==> config.mk <==
export PLATFORM = sky130hd
export DESIGN_NAME = lvds_33_tx_serializer_flat
export DESIGN_NICKNAME = d
export VERILOG_FILES = /design/src/rtl/lvds_33_tx_serializer_if.sv /design/src/rtl/lvds_33_tx_serializer.sv /design/src/flat_wrapper.sv
export SDC_FILE = /design/constraint.sdc
export NUM_CORES = 1
export LEC_CHECK = 0
export BUFFER_PORTS_ARGS = -buffer_cell sky130_fd_sc_hd__buf_2
export CAP_MARGIN = 20
export CORE_AREA = 3 3 43 45
export CTS_BUF_LIST = sky130_fd_sc_hd__clkbuf_8
export DETAILED_ROUTE_END_ITERATION = 10
export DIE_AREA = 0 0 46 48
export PLACE_DENSITY_LB_ADDON = 0.08
export SLEW_MARGIN = 10
export SYNTH_ARGS = -nofsm -noshare
export SYNTH_HDL_FRONTEND = slang
export SYNTH_SLANG_ARGS = --single-unit
export TNS_END_PERCENT = 5
==> constraint.sdc <==
create_clock -name CLK -period 3.6 [get_ports CLK]
set_clock_uncertainty 0.05 [all_clocks]
set_input_delay 0.72 -clock CLK [delete_from_list [all_inputs] [get_ports CLK]]
set_output_delay 0.72 -clock CLK [all_outputs]
set_load 0.02 [all_outputs]
==> src/rtl/lvds_33_tx_serializer_if.sv <==
// Parallel-side handshake and serial line bundle for the LVDS transmit serializer.
// The master drives words and the training request. The slave (the serializer)
// returns the ready/busy status and the differential line pair.
interface lvds_33_tx_serializer_if #(
    parameter int DATA_WIDTH = 8
);
    logic [DATA_WIDTH-1:0] D;
    logic                  D_VALID;
    logic                  D_READY;
    logic                  TRAIN;
    logic                  BUSY;
    logic                  O;
    logic                  OB;

    modport master (
        output D, D_VALID, TRAIN,
        input  D_READY, BUSY, O, OB
    );

    modport slave (
        input  D, D_VALID, TRAIN,
        output D_READY, BUSY, O, OB
    );
endinterface

==> src/rtl/lvds_33_tx_serializer.sv <==
// LVDS transmit serializer: accepts parallel words over valid/ready and shifts
// them out one bit per clock on a complementary O/OB pair. Words can follow each
// other with no gap on the line. An alternating 1/0 training pattern is sent on
// request so the far-end receiver can align; the pattern always ends on a full
// 1,0 pair.
module lvds_33_tx_serializer #(
    parameter int   DATA_WIDTH = 8,
    parameter bit   MSB_FIRST  = 1'b1,
    parameter logic IDLE_LEVEL = 1'b0
) (
    input  logic                   CLK,
    input  logic                   RST,
    lvds_33_tx_serializer_if.slave bus
);
    localparam int CNT_W = $clog2(DATA_WIDTH);

    typedef enum logic [1:0] {
        S_IDLE  = 2'd0,
        S_SHIFT = 2'd1,
        S_TRAIN = 2'd2
    } state_t;

    state_t                r_state;
    logic [CNT_W-1:0]      r_cnt;
    logic                  r_o;
    logic                  r_busy;
    logic [DATA_WIDTH-1:0] r_shift;

    logic                  w_last;
    logic                  w_ready;
    logic                  w_accept;

    // Bit that goes on the line next, taken from the head of the word.
    function automatic logic f_head_bit(input logic [DATA_WIDTH-1:0] word);
        return MSB_FIRST ? word[DATA_WIDTH-1] : word[0];
    endfunction

    // Word with its head bit removed, so the next bit moves to the head.
    function automatic logic [DATA_WIDTH-1:0] f_advance(input logic [DATA_WIDTH-1:0] word);
        return MSB_FIRST ? (word << 1) : (word >> 1);
    endfunction

    // Ready during the last bit of a word, so the next word follows with no gap.
    // A pending TRAIN suppresses ready in IDLE, so training wins over data there.
    assign w_last   = (r_cnt == '0);
    assign w_ready  = !RST && (((r_state == S_IDLE) && !bus.TRAIN) ||
                               ((r_state == S_SHIFT) && w_last));
    assign w_accept = bus.D_VALID && w_ready;

    // OB comes from the same register as O, so the pair can never be equal.
    assign bus.D_READY = w_ready;
    assign bus.BUSY    = r_busy;
    assign bus.O       = r_o;
    assign bus.OB      = ~r_o;

    // Control FSM: state, bit counter, registered line level and busy flag.
    always_ff @(posedge CLK) begin
        if (RST) begin
            r_state <= S_IDLE;
            r_cnt   <= '0;
            r_o     <= IDLE_LEVEL;
            r_busy  <= 1'b0;
        end else if (w_accept) begin
            r_state <= S_SHIFT;
            r_cnt   <= CNT_W'(DATA_WIDTH - 1);
            r_o     <= f_head_bit(bus.D);
            r_busy  <= 1'b1;
        end else begin
            case (r_state)
                S_IDLE: begin
                    if (bus.TRAIN) begin
                        r_state <= S_TRAIN;
                        r_o     <= 1'b1;
                        r_busy  <= 1'b1;
                    end else begin
                        r_o     <= IDLE_LEVEL;
                        r_busy  <= 1'b0;
                    end
                end
                S_SHIFT: begin
                    if (!w_last) begin
                        r_cnt   <= r_cnt - CNT_W'(1);
                        r_o     <= f_head_bit(r_shift);
                    end else begin
                        r_state <= S_IDLE;
                        r_o     <= IDLE_LEVEL;
                        r_busy  <= 1'b0;
                    end
                end
                S_TRAIN: begin
                    // Leave only after a 0 has been sent, completing the 1,0 pair.
                    if (!r_o && !bus.TRAIN) begin
                        r_state <= S_IDLE;
                        r_o     <= IDLE_LEVEL;
                        r_busy  <= 1'b0;
                    end else begin
                        r_o     <= ~r_o;
                    end
                end
                default: begin
                    r_state <= S_IDLE;
                    r_o     <= IDLE_LEVEL;
                    r_busy  <= 1'b0;
                end
            endcase
        end
    end

    // Shift register: captures D on accept (minus the bit already sent) and
    // drops one bit per edge while shifting.
    always_ff @(posedge CLK) begin
        if (w_accept) begin
            r_shift <= f_advance(bus.D);
        end else if (r_state == S_SHIFT) begin
            r_shift <= f_advance(r_shift);
        end
    end
endmodule

==> src/flat_wrapper.sv <==
// flat-port wrapper written by rule: the top's interface ports become plain ports
module lvds_33_tx_serializer_flat 
#(
    parameter int   DATA_WIDTH = 8,
    parameter bit   MSB_FIRST  = 1'b1,
    parameter logic IDLE_LEVEL = 1'b0
)
  (CLK, RST, bus_D, bus_D_VALID, bus_TRAIN, bus_D_READY, bus_BUSY, bus_O, bus_OB);
  lvds_33_tx_serializer_if #(.DATA_WIDTH(DATA_WIDTH)) bus_i ();
  input  logic CLK;
  input  logic RST;
  input wire logic [$bits(bus_i.D)-1:0] bus_D;
  input wire logic [$bits(bus_i.D_VALID)-1:0] bus_D_VALID;
  input wire logic [$bits(bus_i.TRAIN)-1:0] bus_TRAIN;
  output wire logic [$bits(bus_i.D_READY)-1:0] bus_D_READY;
  output wire logic [$bits(bus_i.BUSY)-1:0] bus_BUSY;
  output wire logic [$bits(bus_i.O)-1:0] bus_O;
  output wire logic [$bits(bus_i.OB)-1:0] bus_OB;
  assign bus_i.D = bus_D;
  assign bus_i.D_VALID = bus_D_VALID;
  assign bus_i.TRAIN = bus_TRAIN;
  assign bus_D_READY = bus_i.D_READY;
  assign bus_BUSY = bus_i.BUSY;
  assign bus_O = bus_i.O;
  assign bus_OB = bus_i.OB;
  lvds_33_tx_serializer #(.DATA_WIDTH(DATA_WIDTH), .MSB_FIRST(MSB_FIRST), .IDLE_LEVEL(IDLE_LEVEL)) u_core (.CLK(CLK), .RST(RST), .bus(bus_i));
endmodule
==> impl_metrics.tcl <==
set metrics [dict create \
    status "complete, no violations" \
    numCtsBuffers 3 \
    cts-resized-gates 0 \
    startpoint_type "flop" \
    cp.buffers_inverters 2 \
    die_h_um 48 \
    p_switching_mw 0.108 \
    ys_ff_latch 14 \
    drc 0 \
    die_w_um 46 \
    coreArea_sq_um 1510 \
    syn_to_final_growth_pct 15.5 \
    tightestPinTransition_ps 593 \
    diodes 0 \
    postRouteAntennaNets 0 \
    ys_seq_area_frac 0.483 \
    pwr-share-seq 0.485 \
    grt_use_total 0.144 \
    io_buffers 15 \
    netlist_instances 64 \
    wl_um 1300 \
    yosysWarnings 0 \
    hold_class "flop to flop" \
    drive_gt1_frac 0.342 \
    num_vias 525 \
    p_comb_frac 0.181 \
    critPathCaptureType "primary output" \
    h-tree-depth 1 \
    io_pins 16 \
    worstPathArrival_ps 1710 \
    timing.slew.headroom 0.605 \
    swShare 0.272 \
    vias_per_cell 5.53 \
    cp_max_fo 8 \
    path_cells "inv_1, ha_1, nand2b_1, a2111oi_0, buf_2" \
    fin_cells 95 \
    grt_pass1_vias 496 \
    synthArstFlopShare 0 \
    period_share 0.689 \
    cts-root-buf "clkbuf_8" \
    pwr-share-clk 0.334 \
    synth_largest_area_cell "edfxtp_1" \
    worstSetupPathType "flop to primary output" \
    yosysUniqueCellTypes 31 \
    yosysTopAreaCellShare 0.290 \
    firstDrtPassIters 4 \
    slew_viol_final 0 \
    die_area_sq_um 2210 \
    slowest_delay_ps 420 \
    cts_buffer_depth 2 \
    postCtsHoldBufs 0 \
    p_leak_nw 0.325 \
    ir_worst_vdd_v 0.000273 \
    hold_violations 0 \
    p_int_mw 0.290 \
    cts_sinks 14 \
    overflow 0 \
    whs_ps 425 \
    synth.avg_cell_area_sq_um 11.3 \
    max_freq_mhz 403 \
    drv_cap 0 \
    final_nets 94 \
    initial_core_util 0.482 \
    fin_setup_tns_ps 0 \
    synth_edf_count 7 \
    syn-num-nets 78 \
    cts_tree "built" \
    place_hpwl_um 914 \
    required_ps 2830 \
    rows 14 \
    clk_pin_slew_worst_paths_ps 60 \
    synth_ff_type "edfxtp_1" \
    wire_per_inst_um 13.7 \
    initialDrtViolationCount 8 \
    powerDensity_nw_per_um2 475 \
    grt_max_degree 12 \
    insertion_delay_ps 250 \
    crit_slowest_cell "a2111oi_0" \
    setup_viol_count_final 0 \
    gp_congestion 0.744 \
    synthTopCellsByArea "edfxtp_1 29%, dfxtp_1 19%, mux2_2 9.3%, a2111oi_4 3.8%, ha_1 3.4%" \
    n_fill_cell 146 \
    mappedNetlistArea_sq_um 726 \
    antenna_found_initial 0 \
    path_delay_family "compound AO/OA/AOI/OAI gates" \
    postCtsSetupBuffers 0 \
    rsz0062_at_grt "no" \
    placedCellCount 91 \
    fin_crit_ps 2480 \
    grt_pass1_wl_um 2130 \
]
## cells in the final DEF, fill, tap and decap left out
| master | netlist | final |
|---|---|---|
| a2111oi_0 | 2 | 2 |
| a2111oi_4 | 1 | 1 |
| a211o_1 | 1 | 1 |
| a211o_2 | 1 | 1 |
| a211oi_1 | 1 | 1 |
| a21oi_1 | 3 | 3 |
| a31oi_1 | 2 | 2 |
| a32o_1 | 1 | 1 |
| a32oi_1 | 1 | 1 |
| and2_2 | 1 | 1 |
| and2b_1 | 1 | 1 |
| buf_2 | 0 | 15 |
| clkbuf_8 | 0 | 3 |
| clkinv_1 | 0 | 1 |
| dfxtp_1 | 7 | 7 |
| edfxtp_1 | 7 | 7 |
| ha_1 | 2 | 2 |
| inv_1 | 3 | 3 |
| mux2_2 | 6 | 6 |
| mux2i_1 | 1 | 1 |
| nand2_1 | 2 | 2 |
| nand2b_1 | 3 | 3 |
| nand3_1 | 1 | 1 |
| nand3b_1 | 1 | 1 |
| nor2_1 | 4 | 4 |
| nor2b_1 | 3 | 3 |
| nor3_1 | 1 | 1 |
| nor3b_1 | 1 | 1 |
| o21ai_0 | 2 | 2 |
| or3_1 | 1 | 1 |
## sequential cells by signal (all words and copies together) (netlist names)
name / flops
u_core.r_shift: 7
u_core.r_state: 2
u_core.r_cnt: 3
u_core.bus.BUSY: 1
u_core.bus.O: 1
## worst paths after layout
| check | from | end | slack (ps) | depth (start not counted) |
|---|---|---|---|---|
| worst max-delay path | u_core.r_cnt[0]$_SDFFE_PP0P_ | bus_D_READY | 1120 | 5 |
| worst min-delay path | u_core.bus.BUSY$_SDFFE_PP0P_ | u_core.bus.BUSY$_SDFFE_PP0P_ | 430 | 1 |
| worst max register to register | u_core.r_cnt[0]$_SDFFE_PP0P_ | u_core.r_shift[3]$_DFFE_PP_ | 1410 | 5 |
| worst min register to register | u_core.bus.BUSY$_SDFFE_PP0P_ | u_core.bus.BUSY$_SDFFE_PP0P_ | 430 | 1 |
## kinds of logic (layout without fill, tap and decap cells)
| group | Yosys count | after routing | synth area share |
|---|---|---|---|
| compound gates | 15 | 15 | 0.176 |
| fa+ha+maj | 2 | 2 | 0.0345 |
| buf+inv | 7 | 22 | 0.0534 |
| flops | 14 | 14 | 0.483 |
| mux | 7 | 7 | 0.107 |
| simple gates | 19 | 19 | 0.147 |
## area by class of cell
cell class	count	area, sq um	share of cell area
tap	16	20.0	0.0239
inverter	3	11.3	0.0134
multi-input combinational	43	337	0.401
clock buffer	3	41.3	0.0493
timing repair buffer	15	75.1	0.0896
sequential	14	350	0.418
clock inverter	1	3.75	0.00448
## synthesized netlist by cell type, types with 2 or more instances
master	n
o21ai_0	2
mux2_2	6
nor2_1	4
ha_1	2
nor2b_1	3
inv_1	3
edfxtp_1	7
nand2_1	2
nand2b_1	3
dfxtp_1	7
a2111oi_0	2
a21oi_1	3
a31oi_1	2
## power by group through the flow
stage	combinational [mW]	clock, mW	sequential (mW)
2_1_floorplan	0.0596	0	0.195
3_3_place_gp	0.0715	0	0.197
3_5_place_dp	0.0717	0	0.197
4_1_cts	0.0726	0.137	0.193
5_1_grt	0.0823	0.143	0.195
6_report	0.0723	0.133	0.193
## per-stage QoR
stage	total power, mW	cell area, sq um	setup slack (ps)	util
floorplan	0.254	726	789	-
global placement	0.268	793	1210	0.527
detailed placement	0.268	793	1200	0.527
CTS	0.403	838	1090	0.556
global route	0.421	838	966	0.556
finish	0.399	838	1120	0.556
## metal layers
layer	routed length (um)	track usage	vias up	part of all wire
met2	616	0.234	12	0.47
met3	62	0.0564	5	0.048
met4	35	0.0852	0	0.027
li1	-	-	266	-
met1	586	0.160	242	0.45
met5	0	0	-	0
No activity file was read; power rests on OpenSTA's default activity.
